[config.mk]
export PLATFORM = sky130hd
export DESIGN_NAME = edge_detector_window_adr_gen
export DESIGN_NICKNAME = d
export VERILOG_FILES = /design/src/rtl/edge_detector_window_adr_gen.sv
export SDC_FILE = /design/constraint.sdc
export NUM_CORES = 1
export LEC_CHECK = 0
export ABC_CLOCK_PERIOD_IN_PS = 11660
export CELL_PAD_IN_SITES_DETAIL_PLACEMENT = 0
export CELL_PAD_IN_SITES_GLOBAL_PLACEMENT = 2
export CORE_MARGIN = 2
export CORE_UTILIZATION = 38
export DETAILED_ROUTE_END_ITERATION = 7
export MAX_ROUTING_LAYER = met4
export PLACE_DENSITY = 0.89
export SYNTH_ARGS = -nofsm -noshare
export SYNTH_HDL_FRONTEND = slang
export SYNTH_SLANG_ARGS = --single-unit
[constraint.sdc]
create_clock -name Clk_i -period 11.66 [get_ports Clk_i]
set_clock_uncertainty 0.2 [all_clocks]
set_input_delay 2.332 -clock Clk_i [delete_from_list [all_inputs] [get_ports Clk_i]]
set_output_delay 2.332 -clock Clk_i [all_outputs]
set_load 0.01 [all_outputs]
[src/rtl/edge_detector_window_adr_gen.sv]
// Raster-scan address generator for a 3x3 image window: emits 9 neighbour read
// addresses per centre pixel over a valid/ready stream, with skip or clamp borders.
module edge_detector_window_adr_gen #(
  parameter int unsigned IMG_W       = 100,
  parameter int unsigned IMG_H       = 100,
  parameter int unsigned ADR_W       = 16,
  parameter int unsigned BASE_ADR    = 0,
  parameter int unsigned BORDER_MODE = 0,
  localparam int unsigned XW = (IMG_W > 1) ? $clog2(IMG_W) : 1,
  localparam int unsigned YW = (IMG_H > 1) ? $clog2(IMG_H) : 1
) (
  input  logic             Clk_i,
  input  logic             Rst_ni,
  input  logic             Start_i,
  input  logic             Abort_i,
  output logic [ADR_W-1:0] Adr_o,
  output logic             AdrValid_o,
  input  logic             AdrReady_i,
  output logic [3:0]       TapIdx_o,
  output logic [XW-1:0]    CenterX_o,
  output logic [YW-1:0]    CenterY_o,
  output logic             LastTap_o,
  output logic             Busy_o,
  output logic             Done_o
);

  typedef enum logic [1:0] {StIdle, StEmit, StDone} state_e;

  localparam bit Clamp    = (BORDER_MODE != 0);
  localparam bit NoCentre = !Clamp && ((IMG_W < 3) || (IMG_H < 3));

  localparam logic [XW-1:0]    XFirst   = Clamp ? XW'(0) : XW'(1);
  localparam logic [XW-1:0]    XLast    = Clamp ? XW'(IMG_W - 1) : XW'(IMG_W - 2);
  localparam logic [XW-1:0]    XMax     = XW'(IMG_W - 1);
  localparam logic [YW-1:0]    YFirst   = Clamp ? YW'(0) : YW'(1);
  localparam logic [YW-1:0]    YLast    = Clamp ? YW'(IMG_H - 1) : YW'(IMG_H - 2);
  localparam logic [YW-1:0]    YMax     = YW'(IMG_H - 1);
  localparam logic [ADR_W-1:0] RowStep  = ADR_W'(IMG_W);
  localparam logic [ADR_W-1:0] RowFirst = Clamp ? ADR_W'(0) : ADR_W'(IMG_W);
  localparam logic [ADR_W-1:0] Base     = ADR_W'(BASE_ADR);

  state_e           state_q, state_d;
  logic [3:0]       tap_q, tap_d;
  logic [XW-1:0]    cx_q, cx_d;
  logic [YW-1:0]    cy_q, cy_d;
  // row_q holds cy*IMG_W, kept as a running sum instead of a multiply
  logic [ADR_W-1:0] row_q, row_d;
  logic [ADR_W-1:0] adr_q, adr_d;
  logic             valid_q, valid_d;
  logic             busy_q, busy_d;
  logic             done_q, done_d;
  logic             last_q, last_d;

  logic             hs;
  logic [XW-1:0]    nx;
  logic [ADR_W-1:0] row_sel;

  assign hs = valid_q & AdrReady_i;

  always_comb begin
    state_d = state_q;
    tap_d   = tap_q;
    cx_d    = cx_q;
    cy_d    = cy_q;
    row_d   = row_q;
    valid_d = valid_q;
    busy_d  = busy_q;
    done_d  = 1'b0;
    unique case (state_q)
      StIdle: begin
        if (Start_i && !Abort_i) begin
          tap_d = 4'd0;
          cx_d  = XFirst;
          cy_d  = YFirst;
          row_d = RowFirst;
          if (NoCentre) begin
            state_d = StDone;
            done_d  = 1'b1;
          end else begin
            state_d = StEmit;
            valid_d = 1'b1;
            busy_d  = 1'b1;
          end
        end
      end
      StEmit: begin
        if (Abort_i) begin
          state_d = StIdle;
          valid_d = 1'b0;
          busy_d  = 1'b0;
        end else if (hs) begin
          if (tap_q == 4'd8) begin
            tap_d = 4'd0;
            if (cx_q == XLast) begin
              cx_d = XFirst;
              if (cy_q == YLast) begin
                state_d = StDone;
                valid_d = 1'b0;
                busy_d  = 1'b0;
                done_d  = 1'b1;
              end else begin
                cy_d  = cy_q + YW'(1);
                row_d = row_q + RowStep;
              end
            end else begin
              cx_d = cx_q + XW'(1);
            end
          end else begin
            tap_d = tap_q + 4'd1;
          end
        end
      end
      StDone: begin
        state_d = StIdle;
      end
      default: begin
        state_d = StIdle;
      end
    endcase
  end

  // Address of the tap that will be presented next; clamping is harmless in skip mode
  always_comb begin
    nx = cx_d;
    case (tap_d)
      4'd0, 4'd3, 4'd6: nx = (cx_d == '0) ? cx_d : cx_d - XW'(1);
      4'd2, 4'd5, 4'd8: nx = (cx_d == XMax) ? cx_d : cx_d + XW'(1);
      default:          nx = cx_d;
    endcase
    row_sel = row_d;
    case (tap_d)
      4'd0, 4'd1, 4'd2: row_sel = (cy_d == '0) ? row_d : row_d - RowStep;
      4'd6, 4'd7, 4'd8: row_sel = (cy_d == YMax) ? row_d : row_d + RowStep;
      default:          row_sel = row_d;
    endcase
    adr_d  = Base + row_sel + ADR_W'(nx);
    last_d = valid_d && (tap_d == 4'd8);
  end

  always_ff @(posedge Clk_i or negedge Rst_ni) begin
    if (!Rst_ni) begin
      state_q <= StIdle;
      tap_q   <= '0;
      cx_q    <= '0;
      cy_q    <= '0;
      row_q   <= '0;
      adr_q   <= '0;
      valid_q <= 1'b0;
      busy_q  <= 1'b0;
      done_q  <= 1'b0;
      last_q  <= 1'b0;
    end else begin
      state_q <= state_d;
      tap_q   <= tap_d;
      cx_q    <= cx_d;
      cy_q    <= cy_d;
      row_q   <= row_d;
      adr_q   <= adr_d;
      valid_q <= valid_d;
      busy_q  <= busy_d;
      done_q  <= done_d;
      last_q  <= last_d;
    end
  end

  assign Adr_o      = adr_q;
  assign AdrValid_o = valid_q;
  assign TapIdx_o   = tap_q;
  assign CenterX_o  = cx_q;
  assign CenterY_o  = cy_q;
  assign LastTap_o  = last_q;
  assign Busy_o     = busy_q;
  assign Done_o     = done_q;

endmodule
==> results.rst, run 1 <==
.. list-table::
   :header-rows: 1

   * - Metric
     - Value
   * - Min-delay worst type
     - flip-flop to flip-flop
   * - Area of placed instances
     - 4770 um^2
   * - Final WL
     - 11100 um
   * - Gate family responsible for the most delay along the worst path
     - simple AND/OR/NAND/NOR gates
   * - Part of the cycle the worst path needs
     - 0.692
   * - # rows
     - 38
   * - Leakage component of the power
     - 2.06 nW
   * - Residual antenna-violating net count after detailed routing
     - 0
   * - Average wire per cell in the routed design
     - 16.9 um
   * - Area of the placeable core
     - 10800 um^2
   * - Clock buffer count from CTS
     - 5
   * - Number of distinct standard cells referenced by the synthesized netlist
     - 84
   * - Insertion delay to the later sink of the worst-skew pair
     - 320 ps
   * - Crit-path max FO
     - 9
   * - Die area
     - 12000 um^2
   * - Worst-path clk slew
     - 100 ps
   * - Final min period
     - 8070 ps
   * - Final total negative setup slack
     - 0 ps
   * - Data arrival time at the worst-slack endpoint
     - 8070 ps
   * - Worst-case headroom to the max-slew limit
     - 0.277
   * - CTS tree
     - done
   * - CTS Root Cell
     - clkbuf_8
   * - Post-Syn Instances
     - 481
   * - Vertical die dimension
     - 110 um
   * - Final standard cell area without fillers
     - 4860 um^2
   * - Element type at the critical path end
     - flip-flop
   * - Routability cong.
     - 0.839
   * - Worst-case register-to-register setup slack
     - 5660 ps
   * - Critical path, cell by cell
     - clkdlybuf4s50_1, nor4b_2, a311oi_1, a41o_1, or3_1, nor2_1, a21oi_1, a41oi_1, nor2_1, xnor2_1, ha_1, fa_1, a21oi_1, nor2_1, nor2_1, o21bai_1, a21oi_1, inv_1, a21oi_1, nor3_1, and4_1, xor2_1
   * - Die width
     - 110 um
   * - Combined buffer and inverter count along the critical path
     - 2
   * - Most frequent cell after synthesis
     - dfrtp_1
   * - Count of final setup violators
     - 0
   * - # IOs
     - 43
   * - Fraction of synthesis flops using an asynchronous set or reset pin
     - 1.00
   * - Sum of overflow across all layers after global routing
     - 0
   * - Synth cell count leaders
     - dfrtp_1 (56), nand2_1 (41), inv_1 (30)
   * - Slowest cell on the critical path
     - nor4b_2
   * - Pwr per Cell Area
     - 92.3 nW/um^2
   * - Count of port buffers added during placement
     - 42
   * - Via count of the routed design
     - 3790
   * - Deepest clock path buffer count
     - 2
   * - Predominant post-synthesis flop cell
     - dfrtp_1
   * - Total of flip-flops plus latches after synthesis
     - 56
   * - Maximum level of the CTS H-tree
     - 2
   * - Pre-antenna DRT Iters
     - 4
   * - DRC violation count after routing
     - 0
   * - Initial antenna violation count
     - 0
   * - Post-CTS Setup Bufs
     - 0
   * - Clock Sink Count
     - 56
   * - Maximum clock frequency
     - 0.124 GHz
   * - Number of diodes
     - 0
   * - Worst path max stage delay
     - 990 ps
   * - Final design utilization
     - 0.449
   * - Run status
     - finished, final reports clean
   * - Max-slew violations
     - 0
   * - Vias in the first global route
     - 3601
   * - VDD IR max
     - 0.0489 mV
   * - Final setup slack of the worst path
     - 3590 ps
   * - Unrepaired setup endpoints after global routing
     - false
   * - Post_cts resized
     - 0
   * - Worst slack at placement
     - 3300 ps
   * - Ratio of cells with drive above 1 in the final layout
     - 0.0716
   * - Maxcap violations
     - 0
   * - Crit path launch type
     - input port
   * - Cts-stage hold buffer count
     - 0
   * - Post-synthesis cell type with the largest combined area
     - dfrtp_1
   * - First DRT Iteration DRCs
     - 191
   * - Final Hold Viols
     - 0
   * - Half-perimeter wire length of the detailed placement result
     - 8140 um
   * - Global-route wire length before repair
     - 18400 um
   * - Drt via density
     - 5.77
   * - Ys Warns
     - 0
   * - Slew at the pin closest to its max-slew limit
     - 1080 ps
   * - Area Overhead vs Synth
     - 14.9%
   * - Initial cell density of the core
     - 0.391
   * - Synthesized Nets
     - 506
   * - Top cells by area, synth
     - dfrtp_1 (33%), ha_1 (5.6%), xnor2_1 (4.1%), nand2_1 (3.6%), a21oi_1 (2.7%)
   * - Cell area after synthesis
     - 4230 um^2
   * - Maximum number of pins on one net before global-route repair
     - 57
   * - Fraction of synthesized cell area taken by the top area cell type
     - 0.331
   * - Critical Setup Path Class
     - input port to flip-flop
   * - Average cell area after synthesis
     - 8.80 um^2
   * - Global-route total usage across every layer
     - 0.202
   * - Nets
     - 541
   * - Critical Path RT
     - 11660 ps
   * - Number of synthesized flops with an enable pin
     - 0
   * - Sequential element share of the synthesized area
     - 0.331
## final cells by class
class	instances	area [um^2]
Clock buffer	5	68.8
Clock inverter	3	23.8
Fill cell	1074	5980
Inverter	30	113
Multi-Input combinational cell	376	2630
Sequential cell	56	1400
Tap cell	140	175
Timing Repair Buffer	47	453
## final timing paths
kind                            cells after the start        end        from
min in group asynchronous                           2     Busy_o      Rst_ni
worst max register to register                     21  Adr_o[14]  state_q[0]
max in group asynchronous                           2   Adr_o[3]      Rst_ni
worst min-delay path                                1     Busy_o      Busy_o
worst max-delay path                               22  Adr_o[14]     Abort_i
worst min register to register                      1     Busy_o      Busy_o
## per-stage QoR
step | instances | hold slack [ps] | power (W)
2_1_floorplan | 481 | 256 | 0.000291
3_3_place_gp | 649 | 273 | 0.000341
3_5_place_dp | 649 | 280 | 0.000340
4_1_cts | 657 | 306 | 0.000457
5_1_grt | 657 | 347 | 0.000479
6_report | 657 | 296 | 0.000449
## flip-flops by register name (all words and copies together), names as in the netlist
| register | count |
|---|---|
| LastTap_o | 1 |
| Done_o | 1 |
| row_q | 16 |
| state_q | 2 |
| CenterY_o | 7 |
| Adr_o | 16 |
| AdrValid_o | 1 |
| Busy_o | 1 |
| CenterX_o | 7 |
| TapIdx_o | 4 |
## where the power goes
part | total (W) | switching [W] | internal, W
clock | 0.000112 | 0.0000692 | 0.0000428
combinational | 0.000124 | 0.0000700 | 0.0000539
sequential | 0.000213 | 0.00000773 | 0.000205
## cell usage in the layout, fill, tap and decap left out, drive strengths merged, types with 6 or more instances in the layout
master / instances
o211ai: 11
mux2i: 8
nor3: 17
a21o: 6
nand3: 24
nand4: 9
a21oi: 23
and3: 8
and2: 12
xnor2: 21
o22ai: 6
nand2: 41
xor2: 10
dfrtp: 56
o21ai: 25
ha: 19
nor2: 29
buf: 6
clkdlybuf4s50: 41
nor4: 7
inv: 30
## worst reg2reg max path, stage by stage (launching register included)
cell and delay, ps:
dfrtp_1 530, nor4b_2 970, a311oi_1 110, a41o_1 360, or3_1 430, nor2_1 230, a21oi_1 160, a41oi_1 620
nor2_1 140, xnor2_1 160, ha_1 230, fa_1 410, a21oi_1 150, nor2_1 50, nor2_1 140, o21bai_1 80
a21oi_1 220, inv_1 60, a21oi_1 190, nor3_1 80, and4_1 220, xor2_1 140
## cells by family (layout without fill, tap and decap cells)
kind of cell,Yosys count,in the layout,share of synthesized area
and+or+nand+nor,189,189,0.255
buffers and inverters,49,85,0.0479
DFF,56,56,0.331
adders and majority gates,20,20,0.0609
xor gates and xnor gates,31,31,0.0659
muxes,9,9,0.0216
AOI/OAI and AO/OA,127,127,0.218
## routing by layer
layer	global-route usage	part of all wire
met1	0.282	0.50
met3	0.0344	0.040
met2	0.301	0.45
met5	-	0
met4	0.0561	0.013
No activity file was read; power rests on OpenSTA's default activity.
==> run 2: changes to the inputs <==
- ABC_CLOCK_PERIOD_IN_PS: 11660 -> 8300
- CORE_UTILIZATION: 38 -> 36
- PLACE_DENSITY: 0.89 -> 0.85
- clock period: 11.66 -> 8.3 ns (I/O delays scaled with it)
==> run 2 against run 1 <==
  * Count of clock-buffer cells in the layout grew 3
  * Sequential cell count unchanged
  * Wire length rose by 1.2%
  * Sequential power is 41% higher
  * Sequential share of layout area down 0.48 points
  * Worst hold slack got worse by 0.78 ps
  * Final area is 1.7% higher
  * Critical path type unchanged
==> results.rst, run 2 (synthesis results as in run 1) <==
.. list-table::
   :header-rows: 1

   * - Metric
     - Value
   * - Run status
     - finished, final reports clean
   * - # rows
     - 39 (+2.6%)
   * - Worst-path clk slew
     - 70 ps (-30 ps)
   * - Number of diodes
     - 0 (unchanged)
   * - Global-route total usage across every layer
     - 0.191 (-0.0103)
   * - Initial cell density of the core
     - 0.369 (-0.0214)
   * - Crit path launch type
     - input port
   * - Clk network pwr share
     - 0.319 (+0.070)
   * - Leakage component of the power
     - 2.11 nW (+2.2%)
   * - Net switching power
     - 0.000211 W (+44%)
   * - Element type at the critical path end
     - flip-flop
   * - Portion of total power attributed to combinational logic
     - 0.252 (-0.024)
   * - Crit-path max FO
     - 9 (unchanged)
   * - Sum of overflow across all layers after global routing
     - 0 (unchanged)
   * - Unrepaired setup endpoints after global routing
     - false
   * - First DRT Iteration DRCs
     - 308 (+61%)
   * - Total power
     - 0.000699 W (+56%)
   * - Clock Sink Count
     - 56 (unchanged)
   * - Data arrival time at the worst-slack endpoint
     - 7070 ps (-1000 ps)
   * - Slew at the pin closest to its max-slew limit
     - 914 ps (-168 ps)
   * - Ratio of cells with drive above 1 in the final layout
     - 0.0750 (+0.00343)
   * - Vertical die dimension
     - 112 um (+2.6%)
   * - Maximum number of pins on one net before global-route repair
     - 57 (unchanged)
   * - Final Hold Viols
     - 0 (unchanged)
   * - Critical Setup Path Class
     - input port to flip-flop
   * - CTS Root Cell
     - clkbuf_16
   * - Worst-case headroom to the max-slew limit
     - 0.386 (+0.108)
   * - Die area
     - 12600 um^2 (+5.4%)
   * - Part of the cycle the worst path needs
     - 0.855
   * - Vias in the first global route
     - 3670 (+1.9%)
   * - Final min period
     - 7090 ps
   * - Power Internal
     - 0.000488 W (+61%)
   * - Via count of the routed design
     - 3694 (-2.5%)
   * - DRC violation count after routing
     - 0 (unchanged)
   * - Half-perimeter wire length of the detailed placement result
     - 8110 um (-0.36%)
   * - Insertion delay to the later sink of the worst-skew pair
     - 300 ps (-20 ps)
   * - Count of final setup violators
     - 0 (unchanged)
   * - Most common cell after layout, fill and taps aside
     - dfrtp_1
   * - Pwr per Cell Area
     - 141 nW/um^2 (+53%)
   * - Proportion of power drawn by flip-flops and latches
     - 0.429 (-0.046)
   * - Final design utilization
     - 0.431 (-0.0173)
   * - Critical Path RT
     - 8280 ps (-3380 ps)
   * - Post_cts resized
     - 0 (unchanged)
   * - Final standard cell area without fillers
     - 4950 um^2 (+1.7%)
   * - Worst-case register-to-register setup slack
     - 2600 ps (-3060 ps)
   * - Routability cong.
     - 0.887 (+5.7%)
   * - Area of the placeable core
     - 11500 um^2 (+5.8%)
   * - Min-delay worst type
     - flip-flop to flip-flop
   * - Maximum clock frequency
     - 0.141 GHz
   * - Final WL
     - 11300 um (+1.2%)
   * - Deepest clock path buffer count
     - 2 (unchanged)
   * - Switching share of power
     - 0.302 (-0.0250)
   * - Total instance count after detailed placement
     - 655 (+0.92%)
   * - Initial antenna violation count
     - 0 (unchanged)
   * - Post-Layout Cell Count
     - 663 (+0.91%)
   * - Count of port buffers added during placement
     - 42 (unchanged)
   * - # IOs
     - 43 (unchanged)
   * - Area of placed instances
     - 4800 um^2 (+0.60%)
   * - Nets
     - 544 (+0.55%)
   * - Pre-antenna DRT Iters
     - 4 (unchanged)
   * - Area Overhead vs Synth
     - 16.8%
   * - Drt via density
     - 5.57 (-3.4%)
   * - CTS tree
     - done
   * - Max-slew violations
     - 0 (unchanged)
   * - Maxcap violations
     - 0 (unchanged)
   * - VDD IR max
     - 0.135 mV (+180%)
   * - Residual antenna-violating net count after detailed routing
     - 0 (unchanged)
   * - Cts-stage hold buffer count
     - 0 (unchanged)
   * - Maximum level of the CTS H-tree
     - 2 (unchanged)
   * - Post-CTS Setup Bufs
     - 0 (unchanged)
   * - Top library cells by usage in the layout, fill and taps aside
     - dfrtp_1 (56), nand2_1 (41), clkdlybuf4s50_1 (41), inv_1 (30), nor2_1 (28)
   * - Average wire per cell in the routed design
     - 17.0 um (+0.24%)
   * - Final total negative setup slack
     - 0 ps (unchanged)
   * - Global-route wire length before repair
     - 19200 um (+4.1%)
   * - Clock buffer count from CTS
     - 5 (unchanged)
   * - Die width
     - 112 um (+2.6%)
[run 2: changes by cell type in the layout (fill, tap and decap cells not counted), sizes merged]
cell,change
clkinv,-1
buf,+3
clkbuf,+3
clkinvlp,-2
[run 2: worst paths after layout]
kind	startpoint	end	depth (start not counted)
max	Abort_i	Adr_o[14]	22
min	Busy_o	Busy_o	1
max reg2reg	state_q[0]	Adr_o[14]	21
min reg2reg	Busy_o	Busy_o	1
max in group asynchronous	Rst_ni	Adr_o[2]	2
min in group asynchronous	Rst_ni	LastTap_o	2
[run 2: area by class of cell]
type / instances / area [um^2]
well taps: 143 / 179
repair buffers: 50 / 475
clock buffers: 8 / 146
multi-input cells: 376 / 2630
inverters: 30 / 113
flip-flops and latches: 56 / 1400
fillers: 1107 / 6520
[run 2: power groups by stage]
stage               combinational, W  clock (W)  sequential [W]
floorplan                  0.0000991          0        0.000310
global placement            0.000177          0        0.000305
detailed placement          0.000175          0        0.000305
CTS                         0.000177   0.000231        0.000300
global route                0.000197   0.000241        0.000302
finish                      0.000176   0.000223        0.000300
[run 2: per-stage QoR]
step           hold WS [ps]  worst slack [ps]
2_1_floorplan           256              2100
3_3_place_gp            273              1120
3_5_place_dp            285               950
4_1_cts                 301              1240
5_1_grt                 322               777
6_report                295              1210
[run 2: routing by layer]
layer	up-vias	GRT usage	share of wire
met5	-	-	0
met3	4	0.0324	0.034
met4	0	0.0423	0.0062
met2	66	0.290	0.45
li1	1862	-	-
met1	1762	0.270	0.51
[run 2: critical path, stage by stage]
cell and delay [ps]:
clkdlybuf4s50_1 540, or4b_2 860, o211ai_1 170, nand2_1 180
or3_1 410, nor2_1 160, a21oi_1 120, a41oi_1 640
nor2_1 140, xnor2_1 160, ha_1 230, fa_1 410
a21oi_1 160, nor2_1 60, nor2_1 160, o21bai_1 80
a21oi_1 210, inv_1 70, a21oi_1 200, nor3_1 80
and4_1 220, xor2_1 130
==> run 3: changes to the inputs <==
- SLEW_MARGIN: not set -> 20
==> results of run 3 <==
The final DEF is identical to that of run 2; final timing and power are the same.
